## config.mk

```make
export PLATFORM = sky130hd
export DESIGN_NAME = ex_div
export DESIGN_NICKNAME = d
export VERILOG_FILES = /design/src/rtl/ex_div_pkg.sv /design/src/rtl/ex_div_step.sv /design/src/rtl/ex_div.sv
export SDC_FILE = /design/constraint.sdc
export NUM_CORES = 1
export LEC_CHECK = 0
export CORE_UTILIZATION = 58
export CTS_CLUSTER_SIZE = 10
export DETAILED_ROUTE_END_ITERATION = 12
export PLACE_DENSITY_LB_ADDON = 0.12
export SKIP_CTS_REPAIR_TIMING = 1
export SYNTH_ARGS = -nofsm -noshare
export SYNTH_HDL_FRONTEND = slang
export SYNTH_SLANG_ARGS = --single-unit
```

## constraint.sdc

```tcl
create_clock -name clk -period 13.6 [get_ports clk]
set_clock_uncertainty 0.15 [all_clocks]
set_input_delay 2.04 -clock clk [delete_from_list [all_inputs] [get_ports clk]]
set_output_delay 2.04 -clock clk [all_outputs]
set_load 0.01 [all_outputs]
```

## src/rtl/ex_div_pkg.sv

```systemverilog
// ex_div_pkg: shared execute-stage constants used by the divider.
//   - div_state_e            : divider FSM state encodings
//   - DivResultReady/NotReady: ready flag levels
//   - DivStart/DivStop       : start request levels
//   - EXE_DIV_OP/EXE_DIVU_OP : alu op codes steered to the divider
package ex_div_pkg;

   typedef enum logic [1:0] {
      DivFree   = 2'b00,
      DivByZero = 2'b01,
      DivOn     = 2'b10,
      DivEnd    = 2'b11
   } div_state_e;

   localparam logic DivResultReady    = 1'b1;
   localparam logic DivResultNotReady = 1'b0;
   localparam logic DivStart          = 1'b1;
   localparam logic DivStop           = 1'b0;

   localparam logic [7:0] EXE_DIV_OP  = 8'b0001_1010;
   localparam logic [7:0] EXE_DIVU_OP = 8'b0001_1011;

endpackage

```

## src/rtl/ex_div_step.sv

```systemverilog
// div_step: one combinational radix-2 restoring iteration.
// Ports:
//   partial  in  WIDTH+1  shifted partial remainder with the next dividend bit in bit 0
//   divisor  in  WIDTH    divisor magnitude
//   rem_next out WIDTH    partial remainder after the step
//   q_bit    out 1        quotient bit produced by the step
module div_step #(
   parameter int WIDTH = 32
) (
   input  logic [WIDTH:0]   partial,
   input  logic [WIDTH-1:0] divisor,
   output logic [WIDTH-1:0] rem_next,
   output logic             q_bit
);

   logic [WIDTH:0] diff;

   // partial < 2*divisor, so the WIDTH+1 bit difference cannot wrap and its
   // top bit is a valid sign.
   assign diff     = partial - {1'b0, divisor};
   assign q_bit    = ~diff[WIDTH];
   assign rem_next = q_bit ? diff[WIDTH-1:0] : partial[WIDTH-1:0];

endmodule

```

## src/rtl/ex_div.sv

```systemverilog
// ex_div: iterative signed/unsigned divider for the execute stage.
// One quotient bit per clock; busy_o stalls the pipeline while it works.
// Ports:
//   clk        in  1        clock
//   rst        in  1        synchronous active-high reset
//   start_i    in  1        division request, held until ready_o
//   annul_i    in  1        abort current/pending division
//   signed_i   in  1        1 = DIV, 0 = DIVU (sampled on acceptance)
//   opdata1_i  in  WIDTH    dividend (sampled on acceptance)
//   opdata2_i  in  WIDTH    divisor  (sampled on acceptance)
//   result_o   out 2*WIDTH  {remainder, quotient}
//   ready_o    out 1        result_o valid
//   busy_o     out 1        combinational stall request
module ex_div
   import ex_div_pkg::*;
#(
   parameter int WIDTH = 32
) (
   input  logic               clk,
   input  logic               rst,
   input  logic               start_i,
   input  logic               annul_i,
   input  logic               signed_i,
   input  logic [WIDTH-1:0]   opdata1_i,
   input  logic [WIDTH-1:0]   opdata2_i,
   output logic [2*WIDTH-1:0] result_o,
   output logic               ready_o,
   output logic               busy_o
);

   localparam int CNT_W = $clog2(WIDTH + 1);
   localparam logic [CNT_W-1:0] LAST = CNT_W'(WIDTH - 1);

   div_state_e       state, state_n;
   logic [CNT_W-1:0] cnt;
   logic [WIDTH-1:0] dvd;     // dividend bits shift out, quotient bits shift in
   logic [WIDTH-1:0] dsr;
   logic [WIDTH-1:0] rem;
   logic             neg_q;
   logic             neg_r;
   logic [WIDTH-1:0] rem_next;
   logic             q_bit;
   logic             accept;
   logic [WIDTH-1:0] quo_final;

   function automatic logic [WIDTH-1:0] neg_if(input logic c, input logic [WIDTH-1:0] x);
      return c ? ((~x) + WIDTH'(1)) : x;
   endfunction

   div_step #(.WIDTH(WIDTH)) u_step (
      .partial  ({rem, dvd[WIDTH-1]}),
      .divisor  (dsr),
      .rem_next (rem_next),
      .q_bit    (q_bit)
   );

   assign accept    = (state == DivFree) && (start_i == DivStart) && !annul_i;
   assign quo_final = {dvd[WIDTH-2:0], q_bit};

   always_ff @(posedge clk) begin
      if (rst) state <= DivFree;
      else     state <= state_n;
   end

   always_comb begin
      state_n = state;
      busy_o  = 1'b0;
      case (state)
         DivFree: begin
            if (accept) begin
               busy_o  = 1'b1;
               state_n = (opdata2_i == '0) ? DivByZero : DivOn;
            end
         end
         DivByZero: begin
            busy_o  = 1'b1;
            state_n = annul_i ? DivFree : DivEnd;
         end
         DivOn: begin
            busy_o = 1'b1;
            if (annul_i)          state_n = DivFree;
            else if (cnt == LAST) state_n = DivEnd;
         end
         DivEnd: begin
            // annul in END is treated the same as the execute stage letting go
            if ((start_i == DivStop) || annul_i) state_n = DivFree;
         end
         default: state_n = DivFree;
      endcase
      if (rst) busy_o = 1'b0;
   end

   // Control and output registers
   always_ff @(posedge clk) begin
      if (rst) begin
         cnt      <= '0;
         result_o <= '0;
         ready_o  <= DivResultNotReady;
      end else begin
         case (state)
            DivFree: if (accept) cnt <= '0;
            DivByZero: begin
               result_o <= '0;
               ready_o  <= annul_i ? DivResultNotReady : DivResultReady;
            end
            DivOn: begin
               if (annul_i) begin
                  result_o <= '0;
                  ready_o  <= DivResultNotReady;
               end else begin
                  cnt <= cnt + CNT_W'(1);
                  if (cnt == LAST) begin
                     result_o <= {neg_if(neg_r, rem_next), neg_if(neg_q, quo_final)};
                     ready_o  <= DivResultReady;
                  end
               end
            end
            DivEnd: begin
               if ((start_i == DivStop) || annul_i) begin
                  result_o <= '0;
                  ready_o  <= DivResultNotReady;
               end
            end
            default: ;
         endcase
      end
   end

   // Datapath: operand capture on acceptance, one restoring step per ON cycle
   always_ff @(posedge clk) begin
      if (accept) begin
         dvd   <= neg_if(signed_i && opdata1_i[WIDTH-1], opdata1_i);
         dsr   <= neg_if(signed_i && opdata2_i[WIDTH-1], opdata2_i);
         rem   <= '0;
         neg_q <= signed_i && (opdata1_i[WIDTH-1] ^ opdata2_i[WIDTH-1]);
         neg_r <= signed_i && opdata1_i[WIDTH-1];
      end else if (state == DivOn) begin
         rem <= rem_next;
         dvd <= quo_final;
      end
   end

endmodule

```

## After elaboration in Yosys (flattened, before gate mapping)

Index checks and enable logic that the tools add are counted.

- Register bits: 171
- Bits in latches: 0
- Bits in writable memories: 0
- Memory bits (read-only): 0
- Input bits: 69
- Output and inout bits: 66
- Word-level logic and storage cells: 75
- Memories: 0

- Add/sub/neg operators: 6
- Multiply operators: 0
- Div/mod/pow operators: 0
- $lt $le $gt $ge: 0
- Equal/unequal tests: 8
- Shift operators: 0
- Mux-type cells: 29
- Bitwise gates (word level): 7
- Reductions and logical operators: 16

Operator list:

| operator | count |
|---|---|
| 2-to-1 mux 32 bit | 7 |
| 2-to-1 mux 64 bit | 3 |
| one-hot mux 64 bit (3 select lines) | 1 |
| adder 32 x 1 -> 32 bit (second input constant) | 4 |
| NOT 32 bit | 4 |
| subtractor 33 x 32 -> 33 bit | 1 |
| zero test 32 bit | 1 |
| 2-to-1 mux 2 bit | 6 |
| 2-to-1 mux 6 bit | 2 |
| one-hot mux 6 bit (2 select lines) | 1 |
| AND reduction 3 bit | 3 |
| one-hot mux 2 bit (4 select lines) | 1 |
| adder 6 x 1 -> 6 bit (second input constant) | 1 |
| == test 6 x 5 -> 1 bit (second input constant) | 1 |
| 2-to-1 mux 1 bit | 6 |
| inequality test 2 bit (second input constant) | 3 |
| logical AND 1 bit | 5 |
| == test 2 bit (second input constant) | 2 |
| nonzero test 2 bit | 2 |
| inequality test 3 bit (second input constant) | 1 |
| one-hot mux 1 bit (3 select lines) | 1 |
| nonzero test 3 bit | 1 |
| == test 2 x 1 -> 1 bit (second input constant) | 1 |
| zero test 2 bit | 1 |
| 6 further kinds | 7 |

## Logic depth before layout (Yosys ltp)

- Depth after elaboration: 8
- Gate-level depth with buffers: 25
- Gate-level depth less buffers: 22

## By module

A second synthesis with hierarchy kept.

- Cells, all modules: 1,245
- Area, all modules: 10,989.3 um2

Modules (own cells, without submodules):

| module | instances | cells an instance | area each (um2) |
|---|---|---|---|
| ex_div | 1 | 934 | 8,733.4 |
| div_step | 1 | 311 | 2,255.9 |

## Worst setup path after synthesis

OpenSTA, ideal clock, no wires.

- Kind: input -> output
- From: input start_i
- To: output busy_o
- Data arrival time: 3.093 ns
- Data required time: 11.410 ns
- Setup slack: 8.317 ns
- Stages on the path: 6
- Cell sequence: nor2b_1 > nand2_1 > inv_1 > clkbuf_1 > nor2_1 > nor3_1

- Longest elaborated chain between the ends: 5

RTL lines:

| item | RTL line | text |
|---|---|---|
| start: declaration | ex_div.sv:21 | `input logic start_i,` |
| logical AND 1 bit (2 in a row) | ex_div.sv:57 | `assign accept = (state == DivFree) && (start_i == DivStart) && !annul_i;` |
| 2-to-1 mux 1 bit | ex_div.sv:70 | `if (accept) begin` |
| one-hot mux 1 bit (2 select lines) | ex_div.sv:68 | `case (state)` |
| 2-to-1 mux 1 bit | ex_div.sv:90 | `if (rst) busy_o = 1'b0;` |
| end: declaration | ex_div.sv:28 | `output logic busy_o` |

No other way between the ends.

## Final worst setup path

- From: input annul_i
- To: output busy_o

- Longest elaborated chain between the ends: 5

RTL lines:

| item | RTL line | text |
|---|---|---|
| start: declaration | ex_div.sv:22 | `input logic annul_i,` |
| zero test 1 bit | ex_div.sv:57 |  |
| logical AND 1 bit | ex_div.sv:57 |  |
| 2-to-1 mux 1 bit | ex_div.sv:70 |  |
| one-hot mux 1 bit (2 select lines) | ex_div.sv:68 |  |
| 2-to-1 mux 1 bit | ex_div.sv:90 |  |

No other way between the ends.

==> results_tabular.tex <==
\begin{tabular}{lr}
\hline
Metric & Value \\
\hline
\multicolumn{2}{l}{\textbf{Outcome}} \\
Run status & complete, no violations \\
\multicolumn{2}{l}{\textbf{Yosys}} \\
Proportion of synthesized flip-flops having asynchronous set or reset & 0\% \\
Top-count cell post-synth & sky130\_fd\_sc\_hd\_\_nor2\_1 \\
Total nets after synthesis & 1478 \\
Synthesis-stage register bit count & 171 \\
Cell types occupying the most area after synthesis & sky130\_fd\_sc\_hd\_\_dfxtp\_1, sky130\_fd\_sc\_hd\_\_edfxtp\_1, sky130\_fd\_sc\_hd\_\_xnor2\_1, sky130\_fd\_sc\_hd\_\_nor2\_1, sky130\_fd\_sc\_hd\_\_o21ai\_0 \\
Proportion of netlist area held by the largest area contributor & 18.48\% \\
Seq/Total Area, Yosys & 35.90\% \\
Number of enable flip-flop cells after synthesis & 66 \\
Synth Cell Area & 11380 µm² \\
Library cell with the largest summed area after synthesis & sky130\_fd\_sc\_hd\_\_dfxtp\_1 \\
Most used standard cells in the synthesized netlist & sky130\_fd\_sc\_hd\_\_nor2\_1, sky130\_fd\_sc\_hd\_\_nand2\_1, sky130\_fd\_sc\_hd\_\_o21ai\_0 \\
Syn. warnings & 0 \\
Distinct cell type count of the synthesized netlist & 73 \\
Synthesized instance count & 1368 \\
Average size of a mapped cell & 8.317 µm² \\
Dominant register cell in the synthesized netlist & sky130\_fd\_sc\_hd\_\_dfxtp\_1 \\
\multicolumn{2}{l}{\textbf{Global routing}} \\
Initial antenna violation count & 1 \\
Number of global-route vias before repair & 9362 \\
Total overflow reported by the global router & 0 \\
Largest net degree at the start of global routing & between 70 and 80 \\
First-pass GRT wire length & 48160 µm \\
Total global-route track usage & 30.38\% \\
\multicolumn{2}{l}{\textbf{Die}} \\
\# IOs & 135 \\
Area of the die & 20180 µm² \\
Die span in y & 142.1 µm \\
Starting utilization of the core area & 60.02\% \\
Width of the chip & 142.1 µm \\
Core footprint & between 15000 and 20000 µm² \\
Number of cell rows & 50 \\
\multicolumn{2}{l}{\textbf{Clock network}} \\
Clock tree from TritonCTS & built \\
\# clock sinks & 171 \\
Number of buffers on the longest clock path & 2 \\
Clock latency on the worst-skew pair & 0.44 ns \\
Clock slew at reported path FFs & 0.07 ns \\
Clock root buffer master & sky130\_fd\_sc\_hd\_\_clkbuf\_16 \\
Number of H-tree branching levels & 4 \\
Number of buffers added by the clock tree synthesis step & 17 \\
\multicolumn{2}{l}{\textbf{Cells and area}} \\
Fraction of layout cells with a size suffix above 1 & between 4 and 5\% \\
Layout overhead on the synthesized area & 18.33\% \\
Inserted Diodes & 0 \\
Post-Route Utilization & 71.02\% \\
Final net count & $\sim$1600 \\
\multicolumn{2}{l}{\textbf{Setup path}} \\
Critical path start-end classification & in -> out \\
Sort of element at the end of the critical path & primary output \\
Critical path peak fanout & 62 \\
Launching element type of the critical path & primary input \\
Data required time of the critical path & 11.41 ns \\
CP Data Arrival Time & 4.07 ns \\
\multicolumn{2}{l}{\textbf{Timing}} \\
Final-report max-slew violation count & 0 \\
Headroom to the max-slew limit & 27.14\% \\
Portion of the clock cycle consumed by the worst path in the final layout & 46.02\% \\
Count of endpoints failing hold in the final timing report & 0 \\
Setup-violating endpoint count in the final report & 0 \\
Unrepaired setup endpoints after global routing & false \\
Final critical-path setup slack & 7.341 ns \\
Transition time of the tightest slew-check pin & 1.090 ns \\
Min cycle time layout & 6.259 ns \\
FMAX & 159.8 MHz \\
TNS Setup & 0 ns \\
\multicolumn{2}{l}{\textbf{Placement}} \\
Detailed Place HPWL & 22340 µm \\
Setup WS pre-CTS & 7.369 ns \\
Routability Congestion & $\sim$0.95 \\
Port Buf Inserts & 134 \\
\multicolumn{2}{l}{\textbf{Power and ir drop}} \\
Internal cell power & between 1.5 and 2 mW \\
Switching power as a share of total power & 47.71\% \\
Power density relative to cell area & 236.1 nW/µm² \\
Clock share of power & 15.5\% \\
Psw & about 1.5 mW \\
Portion of total power attributed to combinational logic & 56.8\% \\
Worst-case vdd ir drop & between 100 and 150 µV \\
Static leakage power & roughly 5 nW \\
Flop pwr share & 27.7\% \\
\multicolumn{2}{l}{\textbf{Routing}} \\
Total DRC errors in the routed layout & 0 \\
Vias per inst & between 5 and 6 \\
Detailed Route WL & 30000 µm \\
Detailed-route via count & 10323 \\
Average wire per standard cell & 17.24 µm \\
Violation count after the first detailed-routing iteration & 1109 \\
Number of optimization iterations in the first detailed-route pass & 5 \\
DRT antenna net count & 0 \\
\multicolumn{2}{l}{\textbf{Run}} \\
Max-capacitance violation count & 0 \\
\multicolumn{2}{l}{\textbf{Worst hold path}} \\
Hold/Removal Path Class & reg -> reg \\
\hline
\end{tabular}
per-stage QoR:
step           cells  power (mW)  instance area [µm²]  hold WS [ns]
3_5_place_dp    1708       2.634                12870        0.2909
2_1_floorplan   1368       2.160                11380        0.3197
6_report        1740       3.178                13460        0.2964
4_1_cts         1740       3.138                13460        0.3004
3_3_place_gp    1708       2.604                12870        0.2846
5_1_grt         1740       3.395                13460        0.3196
sequential cells by signal (all words and copies together), names as in the netlist:
register  flops
cnt           6
dsr          32
dvd          32
result_o     64
state         2
neg_r         1
rem          32
ready_o       1
neg_q         1
cells by family after synthesis:
group / count (synthesis) / share of synthesized area, %
xor gates and xnor gates: 146 / 11.24
AOI/OAI and AO/OA: 392 / 22.17
buffers and inverters: 127 / 4.300
DFF: 171 / 35.90
and+or+nand+nor: 461 / 19.14
muxes: 30 / 2.683
adders and majority gates: 41 / 4.575
critical path: stages:
cell	delay [ns]
sky130_fd_sc_hd__clkdlybuf4s50_1	0.48
sky130_fd_sc_hd__nor2b_1	0.26
sky130_fd_sc_hd__nand2_1	0.10
sky130_fd_sc_hd__buf_4	0.30
sky130_fd_sc_hd__inv_2	0.12
sky130_fd_sc_hd__nor2_1	0.05
sky130_fd_sc_hd__nor3_1	0.16
sky130_fd_sc_hd__clkdlybuf4s50_1	0.57
cell type report:
type	instances	area (µm²)
repair buffers	143	1409
clock buffers	23	490.5
flip-flops and latches	171	4084
inverters	64	240.2
well taps	260	325.3
fillers	1545	5493
multi-input cells	1070	6815
clock inverters	9	98.84
final timing paths:
check	from	slack (ns)	cells past startpoint	end
setup / recovery	annul_i	7.34	8	busy_o
hold reg to reg	result_o[63]	0.30	2	result_o[63]
setup reg to reg	dvd[31]	7.87	21	result_o[62]
hold / removal	result_o[63]	0.30	2	result_o[63]
power by group through the flow:
stage | clock, mW | sequential, mW | combinational, mW
2_1_floorplan | 0 | 0.821 | 1.34
3_3_place_gp | 0 | 0.873 | 1.73
3_5_place_dp | 0 | 0.878 | 1.76
4_1_cts | 0.497 | 0.869 | 1.77
5_1_grt | 0.518 | 0.895 | 1.98
6_report | 0.493 | 0.879 | 1.81
layout by cell type, fill, tap and decap left out, drive strengths merged, types with 20 or more instances in the layout:
master	count
xor2	52
a21oi	83
o31ai	21
nor4	20
clkbuf	23
nor3	31
dfxtp	105
nor2	151
o21ai	128
nand3	20
a22oi	33
mux2i	26
nand2	139
a211oi	36
inv	69
clkdlybuf4s50	134
xnor2	94
edfxtp	66
ha	40
metal layers:
metal  vias up  GRT usage [%]  wire length (µm)
li1       5151              -                 -
met1      4733          45.37             14310
met2       408          44.25             12620
met3        31          6.191              2617
met4         0          7.866               452
met5         -              0                 0
No activity file was read; power rests on OpenSTA's default activity.
